$ cat config.mk
export PLATFORM = sky130hd
export DESIGN_NAME = mul_seq
export DESIGN_NICKNAME = d
export VERILOG_FILES = /design/src/rtl/mul_pkg.sv /design/src/rtl/add_32.sv /design/src/rtl/mul_seq.sv
export SDC_FILE = /design/constraint.sdc
export NUM_CORES = 1
export LEC_CHECK = 0
export ABC_CLOCK_PERIOD_IN_PS = 5160
export CORE_ASPECT_RATIO = 0.8
export CORE_MARGIN = 4
export CORE_UTILIZATION = 51
export CTS_CLUSTER_DIAMETER = 120
export DETAILED_ROUTE_END_ITERATION = 8
export GPL_ROUTABILITY_DRIVEN = 1
export PLACE_DENSITY = 0.81
export SYNTH_ARGS = -nofsm -noshare
export SYNTH_HDL_FRONTEND = slang
export SYNTH_HIERARCHICAL = 1
export SYNTH_SLANG_ARGS = --single-unit
$ cat constraint.sdc
create_clock -name clk -period 5.16 [get_ports clk]
set_input_delay 1.032 -clock clk [delete_from_list [all_inputs] [get_ports clk]]
set_output_delay 1.032 -clock clk [all_outputs]
set_load 0.005 [all_outputs]
$ cat src/rtl/mul_pkg.sv
// Shared types and constants for the sequential shift-and-add multiplier.
package mul_pkg;

    localparam int MUL_WIDTH = 32;
    localparam int MUL_ITER  = 32;

    typedef enum logic [1:0] {
        IDLE = 2'd0,
        CALC = 2'd1,
        DONE = 2'd2
    } mul_state_e;

endpackage

$ cat src/rtl/add_32.sv
// 32-bit carry-lookahead adder: 4-bit lookahead groups, group carries chained.
module add_32 (
    input  logic [31:0] a,
    input  logic [31:0] b,
    input  logic        cin,
    output logic [31:0] sum,
    output logic        cout
);

    logic [31:0] g;
    logic [31:0] p;
    logic [31:0] c;
    logic [8:0]  cg;

    assign g     = a & b;
    assign p     = a ^ b;
    assign cg[0] = cin;

    for (genvar k = 0; k < 8; k++) begin : g_grp
        localparam int B = 4 * k;
        logic grp_g;
        logic grp_p;

        assign c[B]   = cg[k];
        assign c[B+1] = g[B] | (p[B] & cg[k]);
        assign c[B+2] = g[B+1] | (p[B+1] & g[B]) | (p[B+1] & p[B] & cg[k]);
        assign c[B+3] = g[B+2] | (p[B+2] & g[B+1]) | (p[B+2] & p[B+1] & g[B])
                      | (p[B+2] & p[B+1] & p[B] & cg[k]);

        assign grp_g = g[B+3] | (p[B+3] & g[B+2]) | (p[B+3] & p[B+2] & g[B+1])
                     | (p[B+3] & p[B+2] & p[B+1] & g[B]);
        assign grp_p = &p[B+3:B];
        assign cg[k+1] = grp_g | (grp_p & cg[k]);
    end

    assign sum  = p ^ c;
    assign cout = cg[8];

endmodule

$ cat src/rtl/mul_seq.sv
// Sequential 32x32->64 multiplier: one add per clock over 32 iterations,
// signed or unsigned, with a start/done handshake toward HI/LO.
//
// state | meaning
// IDLE  | waiting for start; hi/lo hold the last product
// CALC  | one shift-and-add iteration per cycle, 32 cycles
// DONE  | product valid, done pulsed for one cycle
module mul_seq
    import mul_pkg::*;
#(
    parameter int WIDTH = MUL_WIDTH,
    parameter int ITER  = MUL_ITER
) (
    input  logic             clk,
    input  logic             reset,
    input  logic             start,
    input  logic             is_signed,
    input  logic [WIDTH-1:0] a,
    input  logic [WIDTH-1:0] b,
    output logic             busy,
    output logic             done,
    output logic [WIDTH-1:0] hi,
    output logic [WIDTH-1:0] lo
);

    localparam logic [4:0] LAST = 5'(ITER - 1);

    mul_state_e state_q, state_d;

    logic [WIDTH-1:0] m_q,   m_d;
    logic [WIDTH-1:0] acc_q, acc_d;
    logic [WIDTH-1:0] q_q,   q_d;
    logic [4:0]       cnt_q, cnt_d;
    logic             sgn_q, sgn_d;

    logic             last_iter;
    logic             sub;
    logic [WIDTH-1:0] add_b;
    logic             add_cin;
    logic [WIDTH-1:0] add_z;
    logic             add_cout;
    logic             ext;

    assign last_iter = (cnt_q == LAST);

    // The final signed iteration has negative weight, so M is subtracted.
    assign sub     = sgn_q & last_iter;
    assign add_b   = q_q[0] ? (sub ? ~m_q : m_q) : '0;
    assign add_cin = q_q[0] & sub;

    add_32 u_add (
        .a    (acc_q),
        .b    (add_b),
        .cin  (add_cin),
        .sum  (add_z),
        .cout (add_cout)
    );

    assign ext = sgn_q ? (acc_q[WIDTH-1] ^ add_b[WIDTH-1] ^ add_cout) : add_cout;

    always_ff @(posedge clk) begin
        if (reset) begin
            state_q <= IDLE;
        end else begin
            state_q <= state_d;
        end
    end

    always_comb begin
        state_d = state_q;
        case (state_q)
            IDLE:    if (start) state_d = CALC;
            CALC:    if (last_iter) state_d = DONE;
            DONE:    state_d = IDLE;
            default: state_d = IDLE;
        endcase
    end

    always_comb begin
        busy = (state_q == CALC);
        done = (state_q == DONE);
    end

    always_comb begin
        m_d   = m_q;
        acc_d = acc_q;
        q_d   = q_q;
        cnt_d = cnt_q;
        sgn_d = sgn_q;
        if (state_q == IDLE && start) begin
            m_d   = a;
            q_d   = b;
            acc_d = '0;
            cnt_d = '0;
            sgn_d = is_signed;
        end else if (state_q == CALC) begin
            acc_d = {ext, add_z[WIDTH-1:1]};
            q_d   = {add_z[0], q_q[WIDTH-1:1]};
            cnt_d = cnt_q + 5'd1;
        end
    end

    always_ff @(posedge clk) begin
        if (reset) begin
            m_q   <= '0;
            acc_q <= '0;
            q_q   <= '0;
            cnt_q <= '0;
            sgn_q <= 1'b0;
        end else begin
            m_q   <= m_d;
            acc_q <= acc_d;
            q_q   <= q_d;
            cnt_q <= cnt_d;
            sgn_q <= sgn_d;
        end
    end

    assign hi = acc_q;
    assign lo = q_q;

endmodule

==> results.sh, run 1 <==
export IMPL_postCtsHoldBufs=0
export IMPL_htree_levels=3
export IMPL_report_final_hold_viol_count=0
export IMPL_gr_total_overflow=0
export IMPL_max_freq_mhz=210
export IMPL_p_leak_nw=2.91
export IMPL_fillers=848
export IMPL_clkSinkCount=104
export IMPL_layout_cells_non_filler=956
export IMPL_num_rows=34
export IMPL_synth_compound_area_share_pct=20.2
export IMPL_synthFlopType="dfxtp_1"
export IMPL_cp_data_arrival_time_ns=5.00
export IMPL_cp_start_kind="register"
export IMPL_core_um2=10900
export IMPL_rsz0062_at_grt="false"
export IMPL_yosys_area_share_simple_pct=19.5
export IMPL_crit_fanout=21
export IMPL_r2r_end="hi[31]"
export IMPL_ant_nets=0
export IMPL_start_util_pct=52.6
export IMPL_crit_path_end_kind="register"
export IMPL_cap_violations=0
export IMPL_ys_warn_count=6
export IMPL_finalMaxSlewViolations=0
export IMPL_path_class="register to register"
export IMPL_min_period_over_period_pct=92.4
export IMPL_ys_types=52
export IMPL_fp_dieW_um=127
export IMPL_post_cts_buffers=0
export IMPL_synthMuxAreaShare_pct=0
export IMPL_grt_usage_pct=23.5
export IMPL_grt_pass1_vias=5404
export IMPL_cts_root_buf="clkbuf_16"
export IMPL_worstHoldPathType="register to register"
export IMPL_whs_path_depth=2
export IMPL_synthArstFlopShare_pct=0
export IMPL_syn_inst=703
export IMPL_clockBufferDepth=2
export IMPL_synth_area_per_cell_um2=8.19
export IMPL_vias=5339
export IMPL_grt_max_degree=74
export IMPL_status="finished clean"
export IMPL_ir_drop_mv=0.162
export IMPL_regArea_um2=2080
export IMPL_setup_worst_path_start="cnt_q[0]"
export IMPL_synth_top_family_by_area="compound AO/OA/AOI/OAI gates"
export IMPL_cts_resized=0
export IMPL_setup_tns_ns=0
export IMPL_ys_seq_elements=104
export IMPL_cts_clk_slew_worst_paths_ns=0.06
export IMPL_final_common_cell="nand2_1"
export IMPL_wirelength_um=15200
export IMPL_gp_congestion=0.846
export IMPL_critPathCapture="hi[31]"
export IMPL_cts_tree="built"
export IMPL_worstMarginPinSlew_ns=0.919
export IMPL_r2r_start="cnt_q[0]"
export IMPL_synthAdderAreaFrac_pct=10.2
export IMPL_rr_worst_depth=19
export IMPL_drive_gt1_share_pct=4.80
export IMPL_skew_ns=0.00729
export IMPL_syn_nets=813
export IMPL_min_period_ns=4.77
export IMPL_diodes=0
export IMPL_drc=0
export IMPL_first_iter_violations=355
export IMPL_numPlacedInstances=943
export IMPL_synth_seq_area_share_pct=36.2
export IMPL_syn_to_final_growth_pct=27.5
export IMPL_fp_dieH_um=103
export IMPL_cp_required_ns=5.40
export IMPL_nNetsFinal=920
export IMPL_vias_per_cell=5.58
export IMPL_mostFrequentLayoutCells="nand2_1, clkdlybuf4s50_1, a21oi_1"
export IMPL_clock_latency_ns=0.35
export IMPL_antenna_found_initial=0
export IMPL_synth_enable_flop_cells=0
export IMPL_setup_violations=0
export IMPL_dr_pass1_iters=5
export IMPL_hpwl_um=10500
export IMPL_syn_area_um2=5750
export IMPL_grt_pass1_wl_um=25300
export IMPL_die_area_um2=13100
export IMPL_multi_input_area_um2=3380
export IMPL_r2r_slack_ns=0.39
export IMPL_routed_wire_length_per_instance_um=15.9
export IMPL_boundaryPins=134
export IMPL_power_density_nw_per_um2=238
export IMPL_portBuffers=133
export IMPL_relSlewSlack_pct=38.6
export IMPL_yosys_area_share_xor_xnor_pct=8.83
export IMPL_cts_buffers_inserted=9
[cell usage after synthesis (all sizes together), types with 9 or more instances]
| cell | instances | area, um2 |
|---|---|---|
| inv | 13 | 51.3 |
| nand2 | 178 | 668 |
| and2 | 32 | 200 |
| a22oi | 32 | 240 |
| buf | 24 | 165 |
| dfxtp | 104 | 2080 |
| xor2 | 15 | 131 |
| xnor2 | 43 | 377 |
| a21o | 9 | 70.1 |
| clkbuf | 20 | 75.1 |
| a21oi | 116 | 599 |
| ha | 34 | 425 |
| o21ai | 10 | 53.8 |
| nor2 | 17 | 73.8 |
[cell type report]
cell class | instances | area share [%]
clock inverters | 1 | 0.0682
repair buffers | 140 | 18.8
inverters | 13 | 0.699
well taps | 144 | 2.46
flip-flops and latches | 104 | 28.4
multi-input cells | 542 | 46.1
clock buffers | 12 | 3.50
[through the flow]
step | hold slack, ns | instance area, um2 | power, mW | utilization (%) | setup WS [ns]
2_1_floorplan | 0.441 | 5750 | 1.02 | - | 1.13
3_3_place_gp | 0.451 | 7080 | 1.13 | 64.7 | 0.714
3_5_place_dp | 0.463 | 7080 | 1.14 | 64.7 | 0.454
4_1_cts | 0.472 | 7340 | 1.76 | 67.1 | 0.440
5_1_grt | 0.494 | 7340 | 1.82 | 67.1 | 0.0401
6_report | 0.468 | 7340 | 1.74 | 67.1 | 0.394
[kinds of logic (layout without fill, tap and decap cells)]
| kind of cell | after synthesis | in the layout |
|---|---|---|
| flip-flops | 104 | 104 |
| adder cells (fa/ha/maj) | 42 | 42 |
| buffers and inverters | 57 | 166 |
| AO/OA/AOI/OAI | 188 | 188 |
| XOR/XNOR | 58 | 58 |
| AND/OR/NAND/NOR | 254 | 254 |
[state kept, by name, summed over array words and instances (netlist names)]
signal / count
hi: 32
m_q: 32
sgn_q: 1
state_q: 2
cnt_q: 5
lo: 32
[worst max-delay path: stages (launching register included)]
cell      delay (ns)
dfxtp_1         0.38
ha_1            0.18
and3_1          0.18
ha_1            0.29
nand2_2         0.44
xnor2_1         0.26
and2_1          0.18
ha_1            0.34
a211oi_1        0.21
o21ai_0         0.19
a21oi_4         0.20
o211a_1         0.21
a211oi_2        0.07
a221o_2         0.39
a211oi_2        0.28
a21oi_2         0.11
a21o_1          0.21
o211ai_1        0.09
a21oi_1         0.11
o31a_1          0.31
[worst min-delay path by stage]
stage                           to  slack, ns  startpoint
after global routing       m_q[28]       0.49     m_q[28]
final                      m_q[28]       0.47     m_q[28]
after CTS                   m_q[1]       0.47      m_q[1]
after global placement    cnt_q[4]       0.45    cnt_q[4]
after detailed placement   m_q[27]       0.46     m_q[27]
after floorplan           cnt_q[4]       0.44    cnt_q[4]
[metal layers]
metal	vias to the layer above	GRT usage (%)	routed length, um
li1	2584	-	-
met1	2517	28.8	6380
met2	211	40.2	7300
met3	27	7.41	1240
met4	0	7.17	249
met5	-	0	0
[power by group]
| part | leakage [nW] | total (mW) | switching (mW) | internal, mW |
|---|---|---|---|---|
| logic | 1.93 | 0.249 | 0.124 | 0.125 |
| registers | 0.849 | 0.871 | 0.0321 | 0.839 |
| clock network | 0.130 | 0.623 | 0.278 | 0.345 |
Note: power is estimated with default switching activity, not from simulation.
==> run 2: changes to the inputs <==
- PLACE_DENSITY: 0.81 -> 0.86
==> results.sh, run 2 (synthesized netlist as in run 1, its figures left out) <==
export IMPL_path_delay_family="compound AO/OA/AOI/OAI gates"
export IMPL_syn_to_final_growth_pct=28.1
export IMPL_finalMaxSlewViolations=0
export IMPL_min_period_over_period_pct=92.2
export IMPL_dpl_instance_area_um2=7060
export IMPL_final_area_um2=7370
export IMPL_final_common_cell="nand2_1"
export IMPL_vias_per_cell=5.50
export IMPL_crit_fanout=21
export IMPL_cts_root_buf="clkbuf_16"
export IMPL_rsz0062_at_grt="false"
export IMPL_final_util_pct=67.4
export IMPL_cts_resized=0
export IMPL_cp_data_arrival_time_ns=5.03
export IMPL_crit_path_end_kind="register"
export IMPL_first_iter_violations=421
export IMPL_setup_tns_ns=0
export IMPL_fp_dieH_um=103
export IMPL_portBuffers=133
export IMPL_path_depth=20
export IMPL_total_power_mw=1.83
export IMPL_antenna_found_initial=0
export IMPL_drc=0
export IMPL_r2r_slack_ns=0.40
export IMPL_grt_pass1_vias=5167
export IMPL_fillers=860
export IMPL_vias=5260
export IMPL_power_switching_uw=469
export IMPL_cts_clk_slew_worst_paths_ns=0.07
export IMPL_hp_start="m_q[27]"
export IMPL_num_rows=34
export IMPL_cts_tree="built"
export IMPL_grt_usage_pct=23.0
export IMPL_cp_start_kind="register"
export IMPL_hold_path_end="m_q[27]"
export IMPL_multi_input_area_um2=3380
export IMPL_critPathSlowestCell="nand2_2"
export IMPL_start_util_pct=52.6
export IMPL_max_freq_mhz=210
export IMPL_mostFrequentLayoutCells="nand2_1, clkdlybuf4s50_1, a21oi_1"
export IMPL_sequentialPowerShare_pct=47.5
export IMPL_r2r_end="hi[28]"
export IMPL_post_cts_buffers=0
export IMPL_cp_required_ns=5.44
export IMPL_core_um2=10900
export IMPL_report_final_hold_viol_count=0
export IMPL_gr_total_overflow=0
export IMPL_relSlewSlack_pct=21.8
export IMPL_critPathBufInv=0
export IMPL_rr_worst_depth=20
export IMPL_grt_pass1_wl_um=24600
export IMPL_slowest_delay_ns=0.42
export IMPL_grt_max_degree=74
export IMPL_setup_violations=0
export IMPL_drive_gt1_share_pct=5.04
export IMPL_die_area_um2=13100
export IMPL_clockBufferDepth=2
export IMPL_status="finished clean"
export IMPL_crit_chain="ha_1 -> and3_1 -> ha_1 -> nand2_2 -> xnor2_1 -> and2_1 -> ha_1 -> a21oi_1 -> nand2_1 -> a221oi_2 -> o211a_1 -> a211oi_2 -> a221o_2 -> nand3_1 -> nand2_1 -> a21o_1 -> fa_1 -> xor2_1 -> nand2_1 -> a21oi_1"
export IMPL_wirelength_um=14800
export IMPL_clock_latency_ns=0.35
export IMPL_p_int_mw=1.36
export IMPL_p_leak_nw=2.92
export IMPL_path_class="register to register"
export IMPL_p_comb_share_pct=13.5
export IMPL_min_period_ns=4.76
export IMPL_diodes=0
export IMPL_hpwl_um=10400
export IMPL_whs_path_depth=2
export IMPL_r2r_start="cnt_q[0]"
export IMPL_cts_buffers_inserted=9
export IMPL_regArea_um2=2080
export IMPL_worstMarginPinSlew_ns=1.17
export IMPL_skew_ns=0.0106
export IMPL_postCtsHoldBufs=0
export IMPL_routed_wire_length_per_instance_um=15.5
export IMPL_nNetsFinal=918
export IMPL_dr_pass1_iters=5
export IMPL_p_clk_share_pct=38.9
export IMPL_swShare_pct=25.7
export IMPL_fp_dieW_um=127
export IMPL_ant_nets=0
export IMPL_cap_violations=0
export IMPL_power_density_nw_per_um2=248
export IMPL_boundaryPins=134
export IMPL_gp_congestion=0.883
export IMPL_htree_levels=3
export IMPL_clkSinkCount=104
export IMPL_ir_drop_mv=0.174
export IMPL_worstHoldPathType="register to register"
==> run 2: changes by cell type in the layout (fill, tap and decap cells not counted), sizes merged <==
cell / before / now
inv: 13 / 16
buf: 8 / 6
clkbuf: 12 / 10
bufinv: 0 / 1
clkinvlp: 0 / 1
==> run 2: stage by stage <==
stage	hold slack (ns)	cells	worst slack (ns)
finish	0.468	957	0.404
global route	0.485	957	0.0474
CTS	0.469	957	0.451
detailed placement	0.459	941	0.521
global placement	0.449	941	0.740
floorplan	0.441	703	1.13
==> run 2: worst max path at each step <==
stage / slack [ns] / from / endpoint
4_1_cts: 0.45 / cnt_q[0] / hi[28]
5_1_grt: 0.05 / cnt_q[0] / hi[28]
3_5_place_dp: 0.52 / cnt_q[0] / hi[28]
2_1_floorplan: 1.13 / cnt_q[0] / hi[28]
3_3_place_gp: 0.74 / cnt_q[0] / hi[28]
6_report: 0.40 / cnt_q[0] / hi[28]
==> run 2: layout make-up <==
cell class / count / share of cell area, %
Multi-Input combinational cell: 542 / 45.9
Sequential cell: 104 / 28.2
Timing Repair Buffer: 138 / 18.5
Clock buffer: 10 / 3.24
Tap cell: 144 / 2.44
Clock inverter: 6 / 0.984
Inverter: 13 / 0.696
==> run 2: power by group through the flow <==
stage          Clock [mW]  Sequential, mW  Combinational, mW
6_report            0.711           0.868              0.247
3_3_place_gp            0           0.883              0.241
5_1_grt             0.750           0.872              0.272
4_1_cts             0.723           0.867              0.248
2_1_floorplan           0           0.880              0.139
3_5_place_dp            0           0.885              0.246
==> run 2: per-layer routing <==
layer	track usage, %	vias up	part of all wire (%)
li1	-	2580	-
met1	27.9	2432	42
met2	39.0	213	47
met3	7.04	35	8.8
met4	8.57	0	2.2
met5	0	-	0
==> run 2: worst min-delay path, cell delays in order (launching register included) <==
cell     delay (ns)
dfxtp_1        0.32
nand2_1        0.05
a21oi_1        0.05
==> run 3: changes to the inputs <==
- GPL_ROUTABILITY_DRIVEN: 1 -> default
==> results of run 3 <==
The final DEF is identical to that of run 2; final timing and power are the same.
